===== config.mk =====
export PLATFORM = sky130hd
export DESIGN_NAME = uart_txrx
export DESIGN_NICKNAME = d
export VERILOG_FILES = /design/src/rtl/uart_txrx.sv
export SDC_FILE = /design/constraint.sdc
export NUM_CORES = 1
export LEC_CHECK = 0
export ABC_AREA = 1
export BUFFER_PORTS_ARGS = -buffer_cell sky130_fd_sc_hd__buf_2
export CORE_UTILIZATION = 40
export DETAILED_ROUTE_END_ITERATION = 6
export HOLD_SLACK_MARGIN = 0.03
export PLACE_DENSITY = 0.62
export SLEW_MARGIN = 40
export SYNTH_ARGS = -nofsm -noshare
export SYNTH_HDL_FRONTEND = slang
export SYNTH_SLANG_ARGS = --single-unit

===== constraint.sdc =====
create_clock -name clk -period 1.6 [get_ports clk]
set_input_delay 0.08 -clock clk [delete_from_list [all_inputs] [get_ports clk]]
set_output_delay 0.08 -clock clk [all_outputs]
set_load 0.005 [all_outputs]

===== src/rtl/uart_txrx.sv =====
// 8N1 UART transmitter and receiver sharing one clock.
// Define UART_FRAME_ERR_EN to flag and drop frames whose stop bit reads 0.
module uart_txrx #(
  parameter int CLOCKS_PER_PULSE = 5208
) (
  input  logic       clk,
  input  logic       rst,
  input  logic       data_en,
  input  logic [7:0] data_in,
  output logic       tx,
  output logic       tx_busy,
  input  logic       rx,
  input  logic       ready_clr,
  output logic       ready,
  output logic [7:0] data_out
`ifdef UART_FRAME_ERR_EN
  ,
  output logic       frame_err
`endif
);

  localparam int CW = $clog2(CLOCKS_PER_PULSE);
  localparam logic [CW-1:0] LAST = CW'(CLOCKS_PER_PULSE - 1);
  localparam logic [CW-1:0] HALF = CW'(CLOCKS_PER_PULSE / 2 - 1);

  localparam logic [1:0] TX_IDLE  = 2'd0;
  localparam logic [1:0] TX_START = 2'd1;
  localparam logic [1:0] TX_DATA  = 2'd2;
  localparam logic [1:0] TX_STOP  = 2'd3;

  localparam logic [2:0] RX_IDLE  = 3'd0;
  localparam logic [2:0] RX_START = 3'd1;
  localparam logic [2:0] RX_DATA  = 3'd2;
  localparam logic [2:0] RX_STOP  = 3'd3;
`ifdef UART_FRAME_ERR_EN
  localparam logic [2:0] RX_WAIT  = 3'd4;
`endif

  logic [1:0]    tx_state_q, tx_state_d;
  logic [CW-1:0] tx_cnt_q, tx_cnt_d;
  logic [2:0]    tx_bit_q, tx_bit_d;
  logic [7:0]    tx_data_q, tx_data_d;

  logic [2:0]    rx_state_q, rx_state_d;
  logic [CW-1:0] rx_cnt_q, rx_cnt_d;
  logic [2:0]    rx_bit_q, rx_bit_d;
  logic [7:0]    rx_shift_q, rx_shift_d;
  logic [7:0]    data_out_q, data_out_d;
  logic          ready_q, ready_d;
  logic          rx_done;
`ifdef UART_FRAME_ERR_EN
  logic          frame_err_q, frame_err_d;
`endif

  always_comb begin
    tx_state_d = tx_state_q;
    tx_cnt_d   = tx_cnt_q;
    tx_bit_d   = tx_bit_q;
    tx_data_d  = tx_data_q;
    unique case (tx_state_q)
      TX_IDLE: begin
        if (!data_en) begin
          tx_data_d  = data_in;
          tx_cnt_d   = '0;
          tx_state_d = TX_START;
        end
      end
      TX_START: begin
        tx_cnt_d = tx_cnt_q + 1'b1;
        if (tx_cnt_q == LAST) begin
          tx_cnt_d   = '0;
          tx_bit_d   = '0;
          tx_state_d = TX_DATA;
        end
      end
      TX_DATA: begin
        tx_cnt_d = tx_cnt_q + 1'b1;
        if (tx_cnt_q == LAST) begin
          tx_cnt_d = '0;
          tx_bit_d = tx_bit_q + 1'b1;
          if (tx_bit_q == 3'd7) begin
            tx_state_d = TX_STOP;
          end
        end
      end
      TX_STOP: begin
        tx_cnt_d = tx_cnt_q + 1'b1;
        if (tx_cnt_q == LAST) begin
          tx_cnt_d = '0;
          // a held request chains the next frame with no idle cycle
          if (!data_en) begin
            tx_data_d  = data_in;
            tx_state_d = TX_START;
          end else begin
            tx_state_d = TX_IDLE;
          end
        end
      end
      default: tx_state_d = TX_IDLE;
    endcase
  end

  always_ff @(posedge clk) begin
    if (rst) begin
      tx_state_q <= TX_IDLE;
      tx_cnt_q   <= '0;
      tx_bit_q   <= '0;
      tx_data_q  <= '0;
    end else begin
      tx_state_q <= tx_state_d;
      tx_cnt_q   <= tx_cnt_d;
      tx_bit_q   <= tx_bit_d;
      tx_data_q  <= tx_data_d;
    end
  end

  always_comb begin
    tx = 1'b1;
    if (tx_state_q == TX_START) begin
      tx = 1'b0;
    end else if (tx_state_q == TX_DATA) begin
      tx = tx_data_q[tx_bit_q];
    end
  end

  assign tx_busy = (tx_state_q != TX_IDLE);

  always_comb begin
    rx_state_d = rx_state_q;
    rx_cnt_d   = rx_cnt_q;
    rx_bit_d   = rx_bit_q;
    rx_shift_d = rx_shift_q;
    data_out_d = data_out_q;
    rx_done    = 1'b0;
`ifdef UART_FRAME_ERR_EN
    frame_err_d = 1'b0;
`endif
    unique case (rx_state_q)
      RX_IDLE: begin
        if (!rx) begin
          rx_cnt_d   = '0;
          rx_state_d = RX_START;
        end
      end
      RX_START: begin
        rx_cnt_d = rx_cnt_q + 1'b1;
        if (rx_cnt_q == HALF) begin
          rx_cnt_d   = '0;
          rx_bit_d   = '0;
          rx_state_d = rx ? RX_IDLE : RX_DATA;
        end
      end
      RX_DATA: begin
        rx_cnt_d = rx_cnt_q + 1'b1;
        if (rx_cnt_q == LAST) begin
          rx_cnt_d   = '0;
          rx_shift_d = {rx, rx_shift_q[7:1]};
          rx_bit_d   = rx_bit_q + 1'b1;
          if (rx_bit_q == 3'd7) begin
            rx_state_d = RX_STOP;
          end
        end
      end
      RX_STOP: begin
        rx_cnt_d = rx_cnt_q + 1'b1;
        if (rx_cnt_q == LAST) begin
          rx_cnt_d   = '0;
          rx_state_d = RX_IDLE;
`ifdef UART_FRAME_ERR_EN
          if (!rx) begin
            frame_err_d = 1'b1;
            rx_state_d  = RX_WAIT;
          end else begin
            data_out_d = rx_shift_q;
            rx_done    = 1'b1;
          end
`else
          data_out_d = rx_shift_q;
          rx_done    = 1'b1;
`endif
        end
      end
`ifdef UART_FRAME_ERR_EN
      RX_WAIT: begin
        if (rx) begin
          rx_state_d = RX_IDLE;
        end
      end
`endif
      default: rx_state_d = RX_IDLE;
    endcase
  end

  // a completing byte overrides a same-cycle clear
  always_comb begin
    ready_d = ready_q;
    if (!ready_clr) begin
      ready_d = 1'b0;
    end
    if (rx_done) begin
      ready_d = 1'b1;
    end
  end

  always_ff @(posedge clk) begin
    if (rst) begin
      rx_state_q <= RX_IDLE;
      rx_cnt_q   <= '0;
      rx_bit_q   <= '0;
      rx_shift_q <= '0;
      data_out_q <= '0;
      ready_q    <= 1'b0;
    end else begin
      rx_state_q <= rx_state_d;
      rx_cnt_q   <= rx_cnt_d;
      rx_bit_q   <= rx_bit_d;
      rx_shift_q <= rx_shift_d;
      data_out_q <= data_out_d;
      ready_q    <= ready_d;
    end
  end

`ifdef UART_FRAME_ERR_EN
  always_ff @(posedge clk) begin
    if (rst) begin
      frame_err_q <= 1'b0;
    end else begin
      frame_err_q <= frame_err_d;
    end
  end

  assign frame_err = frame_err_q;
`endif

  assign ready    = ready_q;
  assign data_out = data_out_q;

endmodule


* Yosys cells after proc, flatten, opt, wreduce, memory -nomap -nowiden
Index checks and enable logic that the tools add are counted.
** Storage, ports and cells
- Bits in registers :: 62
** Cells by class
- $add $sub $neg :: 4
- Magnitude comparators :: 1
- Eq/ne operators :: 22
- Reduce and logical (&&, ||, !) cells :: 17
- Multiplexer cells :: 38
** Operator list (count)
- 2-to-1 mux 13 bit :: 5
- case mux 13 bit (3 select lines) :: 1
- 2-to-1 mux 3 bit :: 9
- adder 13 x 1 -> 13 bit, second input constant :: 2
- equality test 13 bit, second input constant :: 2
- case mux 13 bit (2 select lines) :: 1
- != test 2 bit, second input constant :: 10
- 2-to-1 mux 8 bit :: 2
- case mux 8 bit (2 select lines) :: 1
- equality test 13 x 12 -> 1 bit, second input constant :: 1
- 2-to-1 mux 2 bit :: 6
- case mux 3 bit (2 select lines) :: 2
- case mux 3 bit (4 select lines) :: 1
- AND reduction 5 bit :: 2
- 2-to-1 mux 1 bit :: 8
- case mux 2 bit (4 select lines) :: 1
- AND reduction 2 bit :: 4
- nonzero test 2 bit :: 4
- adder 3 x 1 -> 3 bit, second input constant :: 2
- equality test 3 x 2 -> 1 bit, second input constant :: 2
- equality test 3 bit, second input constant :: 2
- AND reduction 3 bit :: 2
- equality test 2 bit, second input constant :: 2
- < comparator 3 x 4 -> 1 bit, second input constant :: 1
- 9 further kinds :: 9

* Logic depth before layout (Yosys ltp)
- Depth in word-level cells :: 4
- Mapped depth :: 12

* Worst setup path before layout
No wires, ideal clock.
- Path type :: register -> register
- From :: register tx_state_q[0]
- To :: register tx_data_q[7]
- Stages on the path, launching flop included :: 7
- Required time :: 1.466 ns
- Data arrival time :: 1.419 ns
- Clock period less this slack :: 1.553 ns
- Path buffers :: 0
- Library setup time :: 0.134 ns
- Setup slack :: 0.047 ns
- Cells stage by stage :: dfxtp_1 -> inv_1 -> ha_1 -> nor2_1 -> nand2_2 -> nand2_1 -> a21oi_1
** Between the ends
- Cells in the longest elaborated chain, start to end :: 3
** Ends and longest elaborated chain
- start: declaration :: RTL line 39 : logic [1:0] tx_state_q, tx_state_d;
- start signal: assignment :: RTL line 110 : tx_state_q <= tx_state_d;
- equality test 2 bit / logical NOT 2 bit (equally long branches) :: RTL line 60 : unique case (tx_state_q)
- != test 2 bit (no source line) / nonzero test 2 bit (equally long branches)
- AND reduction 2 bit (no source line)
- end signal: assignment :: RTL line 113 : tx_data_q <= tx_data_d;
- end: declaration :: RTL line 42 : logic [7:0] tx_data_q, tx_data_d;
Parallel ways exist; a longest one is shown, timed or not.
A chain may end at the register's enable or synchronous reset.

* Final worst setup path
- From :: register rx_cnt_q[4]
- To :: register data_out_q[6], in the netlist data_out[6]
** Between the ends
- Cells in the longest elaborated chain, start to end :: 2
** Ends and longest elaborated chain
- start: declaration :: RTL line 45 : logic [CW-1:0] rx_cnt_q, rx_cnt_d;
- start signal: assignment :: RTL line 215 : rx_cnt_q <= rx_cnt_d;
- equality test 13 bit :: RTL line 166 : if (rx_cnt_q == LAST) begin
- AND reduction 2 bit (no source line)
- end signal: assignment :: RTL line 218 : data_out_q <= data_out_d;
- end: declaration :: RTL line 48 : logic [7:0] data_out_q, data_out_d;
No other way between the ends.

==> out/qor.yml <==
cts_max_path_buffers: 2
synth_most_common_cell: "nand2_1"
drive_gt1_frac: 0.210
drc: 0
seq_area_frac_synth: 0.380
worstPathMaxFanout: 8
max_stage_delay_ps: 430
status: "finished, final reports clean"
vias: 3055
synth_edf_count: 0
synth_area_leaders: "dfxtp_1 38%, nand2_1 13%, a21oi_1 7.6%"
synth-main-ff-cell: "dfxtp_1"
clock_skew_ps: 9.91
power_density_nw_per_um2: 1130
synth_seq_cells: 61
drt_wl_total_mm: 7.08
num_rows: 32
overflow: 0
peakVddDrop_v: 0.000570
num_antenna_cells: 0
cts_tree: "built"
period_needed_ps: 1510
viasPerCell: 4.91
switching_share: 0.349
gp_congestion: 0.850
synth.avg_cell_area_um2: 6.92
post-place-ws_ps: -25.0
slew_viol_final: 0
crit_chain: "nand2_1, nor2_2, nand2_4, nor2_8, buf_4, nor2_2, a211oi_2"
crit_arrival_ps: 1780
crit_top_cell: "nor2_2"
htree_levels: 3
start_kind: "flip-flop"
hold_path.class: "in2reg"
core_um2: 7730
finalPower_uw: 4510
cp.required_ps: 1870
finalCritPeriodShare: 0.943
final_core_util: 0.516
slew_headroom: 0.628
yosysWarnings: 0
antenna_left: 0
grt_pass1_wl_mm: 12.6
ys_types: 33
hpwlAfterDp_mm: 4.77
setup-violations-final: 0
synth_cells: 464
fin_area_um2: 3990
syn_area_um2: 3210
fmax_mhz: 663
initial_core_util: 0.415
path_class: "reg2reg"
drv_cap: 0
dieArea_um2: 8390
synth_top_area_share: 0.380
yosysTopAreaCell: "dfxtp_1"
synth_common_cells: "113 x nand2_1, 61 x dfxtp_1, 54 x inv_1"
combPwrFrac: 0.309
grt_max_degree: 43
placed_cell_area_um2: 3490
p_seq_frac: 0.392
grt_pass1_vias: 2916
postSynth.asyncResetShare: 0
cts.clk_slew.worst_paths_ps: 70
end_kind: "flip-flop"
cts_inserted_buffers: 9
holdWs_ps: 48.1
die_h_um: 91.6
clk_latency_ps: 350
clock-root-buffer: "clkbuf_8"
grt_usage: 0.187
hold_viol: 0
drt_iter0_markers: 153
avgRoutedWirePerCell_um: 11.4
drtPass1Iterations: 4
syn_nets: 488
p_leak_uw: 0.00165
fin_nets: 539
fin_ws_ps: 91.2
slowest_stage: "dfxtp_1"
internal_power_uw: 2930
io_pins: 24
cts_sinks: 61
syn_to_final_growth_pct: 24.2
antenna_found_initial: 0
clock_power_share: 0.299
p_switching_uw: 1570
worstMarginPinSlew_ps: 558
port_buffers: 23
fp.dieW_um: 91.6
[layout make-up]
class                      count  area [µm²]
tap                          102         128
multi-input combinational    331        1820
sequential                    61        1230
clock buffer                  13         179
clock inverter                 3        17.5
inverter                      60         228
fill                         779        3740
timing repair buffer          52         384
[what timing repair did]
item | CTS | global route
hold buffers | 9 | 0
gates resized for setup | 3 | 36
endpoints found under the setup margin | 11 | 56
hold endpoints to repair | 9 | 0
buffers inserted | 0 | 6
pin swaps | 0 | 9
[per-layer routing]
layer,wire (µm),track usage,vias up
li1,-,-,1625
met1,3440,0.231,1364
met2,3260,0.312,55
met3,243,0.0352,11
met4,133,0.0913,0
met5,0,0,-
[kinds of logic after synthesis]
family | Yosys count | share of synthesized area
AO/OA/AOI/OAI | 85 | 0.146
XOR/XNOR | 2 | 0.00546
adder cells (fa/ha/maj) | 11 | 0.0429
buffers and inverters | 72 | 0.0935
flip-flops | 61 | 0.380
AND/OR/NAND/NOR | 233 | 0.332
[final timing paths]
check / from / endpoint / slack, ps / depth (start not counted)
min: rx / rx_shift_q[7] / 50 / 3
min reg2reg: tx_data_q[6] / tx_data_q[6] / 460 / 2
max: rx_cnt_q[4] / data_out[6] / 90 / 7
max reg2reg: rx_cnt_q[4] / data_out[6] / 90 / 7
[through the flow]
step           instances  setup TNS (ps)
2_1_floorplan        464               0
3_3_place_gp         591               0
3_5_place_dp         591           -27.1
4_1_cts              616               0
5_1_grt              622           -33.3
6_report             622               0
[power by group through the flow]
stage	registers, µW	clock network [µW]	logic [µW]
after CTS	1730	1390	1270
after global placement	1760	0	1210
after detailed placement	1770	0	1230
after floorplan	1760	0	887
final	1770	1350	1390
after global routing	1780	1450	1580
[layout by cell type, fill, tap and decap left out, types with 6 or more instances in the layout]
cell type	count
nor2_2	6
dfxtp_2	6
dlygate4sd3_1	9
a21oi_1	48
ha_1	9
clkbuf_8	13
a211oi_1	6
nand2_1	110
buf_4	17
inv_1	53
nand3_1	41
dfxtp_1	54
nand4_1	11
buf_2	23
o21ai_0	17
nor2_1	34
inv_2	6
[flip-flops by register name, summed over array words and instances (netlist names), 3 cells and up]
register / count
rx_cnt_q: 13
tx_cnt_q: 13
data_out: 8
rx_shift_q: 8
tx_data_q: 8
rx_bit_q: 3
tx_bit_q: 3
[worst max-delay path: cells and delay by family, from the launching register on]
family	cells	cell delay (ps)
AO/OA/AOI/OAI	1	130
buffers and inverters	1	180
flip-flops	1	430
AND/OR/NAND/NOR	5	680
No activity file was read; power rests on OpenSTA's default activity.
